**src/rtl/sensor_input_conditioner.sv**
```systemverilog
// sensor_input_conditioner: sync, debounce and startup-settle six raw sensor lines
module sensor_input_conditioner #(
  parameter int DEBOUNCE_CYCLES = 50000,
  parameter int COUNT_WIDTH = 16
) (
  input  logic       clock,
  input  logic       reset,
  input  logic [5:0] raw_sensors,
  output logic [5:0] clean_sensors,
  output logic [5:0] sensors_changed,
  output logic       any_change,
  output logic       sensors_valid
);
  typedef enum logic [1:0] {INIT, SETTLE, RUN} state_t;
  localparam logic [COUNT_WIDTH-1:0] LAST = COUNT_WIDTH'(DEBOUNCE_CYCLES - 1);
  state_t state;
  logic [5:0] sync1, sync2, done;
  logic [COUNT_WIDTH-1:0] cnt [6];
  logic [COUNT_WIDTH-1:0] settle_cnt;
  logic [1:0] init_cnt;
  always_comb begin
    done = '0;
    for (int i = 0; i < 6; i++) done[i] = (sync2[i] != clean_sensors[i]) && (cnt[i] == LAST);
  end
  assign any_change = |sensors_changed;
  always_ff @(posedge clock or posedge reset) begin
    if (reset) begin
      state <= INIT;
      sync1 <= '0;
      sync2 <= '0;
      clean_sensors <= '0;
      sensors_changed <= '0;
      sensors_valid <= 1'b0;
      settle_cnt <= '0;
      init_cnt <= '0;
      for (int i = 0; i < 6; i++) cnt[i] <= '0;
    end else begin
      sync1 <= raw_sensors;
      sync2 <= sync1;
      sensors_changed <= (state == RUN) ? done : '0;
      if (state == INIT) begin
        // first clean value is taken straight from the filled synchroniser
        if (init_cnt == 2'd2) begin
          clean_sensors <= sync2;
          settle_cnt <= '0;
          state <= SETTLE;
        end else init_cnt <= init_cnt + 1'b1;
      end else begin
        for (int i = 0; i < 6; i++)
          cnt[i] <= (sync2[i] == clean_sensors[i] || done[i]) ? '0 : cnt[i] + 1'b1;
        clean_sensors <= clean_sensors ^ done;
        if (state == SETTLE) begin
          if (settle_cnt == LAST) begin
            state <= RUN;
            sensors_valid <= 1'b1;
          end else settle_cnt <= settle_cnt + 1'b1;
        end
      end
    end
  end
endmodule
```
**config.mk**
```make
export PLATFORM = sky130hd
export DESIGN_NAME = sensor_input_conditioner
export DESIGN_NICKNAME = d
export VERILOG_FILES = /design/src/rtl/sensor_input_conditioner.sv
export SDC_FILE = /design/constraint.sdc
export NUM_CORES = 1
export LEC_CHECK = 0
export BUFFER_PORTS_ARGS = -buffer_cell sky130_fd_sc_hd__buf_2
export CORE_MARGIN = 2
export CORE_UTILIZATION = 56
export DETAILED_ROUTE_END_ITERATION = 10
export PLACE_DENSITY_LB_ADDON = 0.1
export SLEW_MARGIN = 20
export SYNTH_ARGS = -nofsm -noshare
export SYNTH_HDL_FRONTEND = slang
export SYNTH_SLANG_ARGS = --single-unit
```
**constraint.sdc**
```tcl
create_clock -name clock -period 3.95 [get_ports clock]
set_input_delay 0.1975 -clock clock [delete_from_list [all_inputs] [get_ports clock]]
set_output_delay 0.1975 -clock clock [all_outputs]
set_load 0.01 [all_outputs]
```
# Yosys cells after proc, flatten, opt, wreduce, memory -nomap -nowiden

Index checks and enable logic that the tools add are counted.

Add/subtract/negate cells: 8
Equal/unequal tests: 24
Multiplexer cells: 17
Bitwise operators: 3
Reductions and logical operators: 20

Operators with widths:

| cell                                          | count |
|---|---|
| 2-to-1 mux 16 bit                             | 10 |
| adder 16 x 1 -> 16 bit, second input constant | 7 |
| == test 16 bit, second input constant         | 7 |
| 2-to-1 mux 6 bit                              | 3 |
| AND reduction 3 bit                           | 3 |
| 2-to-1 mux 2 bit                              | 4 |
| == test 1 bit                                 | 6 |
| logical AND 1 bit                             | 6 |
| logical OR 1 bit                              | 6 |
| != test 1 bit                                 | 6 |
| OR reduction 6 bit                            | 1 |
| bitwise XOR 6 bit                             | 1 |
| == test 2 bit, second input constant          | 2 |
| nonzero test 2 bit                            | 2 |
| adder 2 x 1 -> 2 bit, second input constant   | 1 |
| == test 2 x 1 -> 1 bit, second input constant | 1 |
| zero test 2 bit                               | 1 |
| != test 2 x 1 -> 1 bit, second input constant | 1 |
| != test 2 bit, second input constant          | 1 |
| NOT 1 bit                                     | 2 |
| AND reduction 2 bit                           | 1 |

Register bits: 141
Input port bits: 8
Output and inout port bits: 14

# Depth between registers and ports, before layout

Depth in word-level cells: 4
Depth in mapped cells: 7
Mapped depth without buffers: 6

# Worst setup path after synthesis

No wires, ideal clock.

Path type: register -> register
Start point: register settle_cnt[12]
End point: register settle_cnt[3]
Library setup time: 0.121 ns
Arrival time: 1.791 ns
Required time: 3.829 ns
Path slack: 2.038 ns
Cell stages (with the launch flop): 6
Path buffers: 1
Cells stage by stage: dfrtp_1 > or4b_1 > nor4_2 > buf_2 > nor3_1 > o22a_1

Word-level cells in the longest chain between the ends: 3

Ends and longest elaborated chain:

| element                              | line | source |
|---|---|---|
| start, declared                      | 19   | `logic [COUNT_WIDTH-1:0] settle_cnt;` |
| start signal, assigned               | 56   | `end else settle_cnt <= settle_cnt + 1'b1;` |
| == test 16 bit                       | 53   | `if (settle_cnt == LAST) begin` |
| != test 2 bit (no source line)       | n/a  |  |
| AND reduction 3 bit (no source line) | n/a  |  |

Every way passes these cells.
A chain may end at the register's enable or synchronous reset.

# Worst setup path in the final report

Start point: register state[0]
End point: register cnt[63] (netlist bit)

Word-level cells in the longest chain between the ends: 1

Ends and longest elaborated chain:

| element                       | line | source |
|---|---|---|
| start, declared               | 16   | `state_t state;` |
| start signal, assigned        | 28   | `state <= INIT;` |
| start signal, assigned        | 46   | `state <= SETTLE;` |
| start signal, assigned        | 54   | `state <= RUN;` |
| zero test 2 bit               | 41   | `if (state == INIT) begin` |
| end signal, assigned by index | 50   | `cnt[i] <= (sync2[i] == clean_sensors[i] \|\| done[i]) ? '0 : cnt[i] + 1'b1;` |
| end, declared                 | 18   | `logic [COUNT_WIDTH-1:0] cnt [6];` |

Every way passes these cells.

==> results.sh <==
export IMPL_ys_seq_elements=141
export IMPL_end_kind="register"
export IMPL_post_cts_setup_buffers=0
export IMPL_htree_levels=4
export IMPL_root_buffer="clkbuf_16"
export IMPL_grt_util_met1_pct=32.57
export IMPL_tightest_slew_ns=0.9884
export IMPL_worst_path_max_fanout=37
export IMPL_cts_tree="built"
export IMPL_rows=40
export IMPL_slew_limit_headroom_pct=34.11
export IMPL_hold_slack_ns=-0.02916
export IMPL_cpLargestDelayFamily="simple AND/OR/NAND/NOR gates"
export IMPL_dp_hpwl_mm=9.679
export IMPL_yosys_warnings=0
export IMPL_cts_made_buffers=17
export IMPL_hold_class="input port to asynchronous set/reset pin"
export IMPL_grt_first_pass_wirelength_mm=25.06
export IMPL_wl_mm=14.70
export IMPL_track_usage_pct=23.53
export IMPL_crit_required_ns=4.28
export IMPL_final_antenna_net_count=0
export IMPL_critical_path_class="register to register"
export IMPL_coreArea_sq_um=12110
export IMPL_rsz0062_at_grt="false"
export IMPL_fmax_ghz=0.3779
export IMPL_synthFlopType="dfrtp_1"
export IMPL_yosys_area_top_type="dfrtp_1"
export IMPL_gp_congestion=0.8362
export IMPL_reg2regPathDepth=5
export IMPL_period_share_pct=66.99
export IMPL_synth_cell_type_count=53
export IMPL_finalMaxSlewViolations=0
export IMPL_layout_common_cells="dfrtp_1, nor2_1, nand2_1"
export IMPL_yosysTopAreaCellShare_pct=50.22
export IMPL_status="finished with violations"
export IMPL_path_clk_slew_ns=0.06
export IMPL_ys_seq_area_share_pct=50.22
export IMPL_max_cap_violations=0
export IMPL_r2r_end="cnt[63]"
export IMPL_vias_per_cell=5.951
export IMPL_cp_num_buf_inv=1
export IMPL_die_y_um=116.0
export IMPL_top_usage_layer="met2"
export IMPL_overflow=0
export IMPL_powerDensity_nw_per_um2=428.5
export IMPL_clkSinkCount=141
export IMPL_drive_gt1_share_pct=9.673
export IMPL_wire_per_inst_um=15.76
export IMPL_initial_utilization_pct=58.01
export IMPL_drtIter0Drc=533
export IMPL_cp_slowest_cell="dfrtp_1"
export IMPL_via_count=5552
export IMPL_fillCellCount=947
export IMPL_fin_skew_ns=0.008479
export IMPL_crit_path_start_kind="register"
export IMPL_setup_tns_ns=0
export IMPL_p_leak_uw=0.003147
export IMPL_grt_max_degree=142
export IMPL_fin_nets=768
export IMPL_mappedNetlistNets=741
export IMPL_port_buffers=21
export IMPL_pin_count=22
export IMPL_grt_pass1_vias=5313
export IMPL_chipWidth_um=116.0
export IMPL_layout_commonest_cell="dfrtp_1"
export IMPL_cts_resized=0
export IMPL_die_area_sq_um=13460
export IMPL_drtPass1Iterations=4
export IMPL_yosys_top_cells_area="dfrtp_1, xnor2_1, o21ai_0, nor2_1, nand2_1"
export IMPL_met2_usage_pct=36.96
export IMPL_worstPathCellList="nor2_4, buf_4, or3_1, or4_1, a21oi_1"
export IMPL_syn_inst=725
export IMPL_ir_drop_mv=0.4454
export IMPL_synth_avg_cell_area_sq_um=9.690
export IMPL_clockBufferDepth=2
export IMPL_area_delta_synth_final_pct=14.12
export IMPL_synth_cell_area_sq_um=7025
export IMPL_fin_crit_ns=2.646
export IMPL_antennaDiodeCount=0
export IMPL_arrival_ns=2.97
export IMPL_clk_latency_ns=0.42
export IMPL_async_flop_share_pct=100.0
export IMPL_met3_usage_pct=5.701
export IMPL_timing_rr_start="state[0]"
export IMPL_rrSetupSlack_ns=1.30
export IMPL_crit_path_max_incr_delay_ns=0.79
export IMPL_violations="negative hold slack"
export IMPL_antenna_found_initial=0
export IMPL_setup_violations=0
export IMPL_drc=0
export IMPL_finalHoldViolCount=28
export IMPL_synth_edf_count=0
-- metrics by stage --
step                setup slack [ns]  area [sq um]  cells  util (%)  power [uW]
global route                   1.184          8018    933     66.20        3578
global placement               1.475          7302    895     60.29        1696
CTS                            1.289          8018    933     66.20        3472
finish                         1.304          8018    933     66.20        3436
floorplan                      1.989          7029    725         -        1654
detailed placement             1.339          7302    895     60.29        1702
-- flip-flops by register name, summed over array words and instances, names as in the netlist, named ones only --
name	cells
sync2	6
state	2
settle_cnt	16
sensors_changed	6
sync1	6
init_cnt	2
cnt	96
sensors_valid	1
-- synth_stat cells (3+ instances only) --
cell type and count:
nor3b_1 4, nor3_1 28, nor4_1 26, a22o_1 4
and3_1 5, inv_1 19, nand2b_1 4, dfrtp_1 141
nor2_1 69, o22a_1 3, a31oi_1 8, nor4b_1 7
o31ai_1 11, o21ai_0 53, or4_1 12, or3_1 15
nand2_1 61, xnor2_1 50, ha_1 8, or2_2 4
a21oi_1 31, and4_1 7, a2bb2oi_1 3, mux2i_1 3
nand3_1 37, nand4_1 32, mux2_2 8, xor2_1 13
clkbuf_1 19, and4b_1 3, a21boi_0 3, nor4bb_1 4
a21o_1 4
-- worst max-delay path by stage --
stage / cells past startpoint / from / end / slack (ns)
2_1_floorplan: 1 / reset / asynchronous set/reset pin / 1.99
3_3_place_gp: 5 / state[0] / cnt[79] / 1.47
3_5_place_dp: 5 / state[0] / cnt[63] / 1.34
4_1_cts: 5 / state[0] / cnt[63] / 1.29
5_1_grt: 5 / state[0] / cnt[63] / 1.18
6_report: 5 / state[0] / cnt[63] / 1.30
-- what timing repair did --
action                                 in CTS  in global routing
hold buffers                                6                  0
endpoints found under the hold margin       6                  0
setup endpoints to repair                   0                  0
-- worst reg2reg max path, delay by kind of cell (launching register included) --
family          cells  cell delay [ns]
compound gates      1             0.19
buf+inv             1             0.30
flops               1             0.79
simple gates        3             1.28
-- routing by layer --
layer / routed length, um / up-vias
met5: 0 / -
met1: 7073 / 2695
met3: 509 / 18
met2: 6923 / 119
li1: - / 2720
met4: 197 / 0
-- area by class of cell --
type / instances / area (sq um) / share of cell area, %
clock buffer: 19 / 442.9 / 5.524
clock inverter: 13 / 212.7 / 2.653
inverter: 19 / 75.07 / 0.9363
multi-input combinational: 542 / 3341 / 41.67
sequential: 141 / 3528 / 44.01
tap: 168 / 210.2 / 2.622
timing repair buffer: 31 / 207.7 / 2.591
-- logic make-up (layout without fill, tap and decap cells) --
family          Yosys count  in the layout  synth area share, %
buf+inv                  42             82                2.333
xor+xnor                 63             63                7.854
mux                      11             11                1.710
simple gates            327            327                24.92
fa+ha+maj                 8              8                1.425
flops                   141            141                50.22
compound gates          133            133                11.54
-- where the power goes --
group	switching (uW)	internal, uW
Clock	617	1140
Combinational	98.4	50.8
Sequential	44.8	1480
Total	760	2680
(Power assumes the default switching activity.)
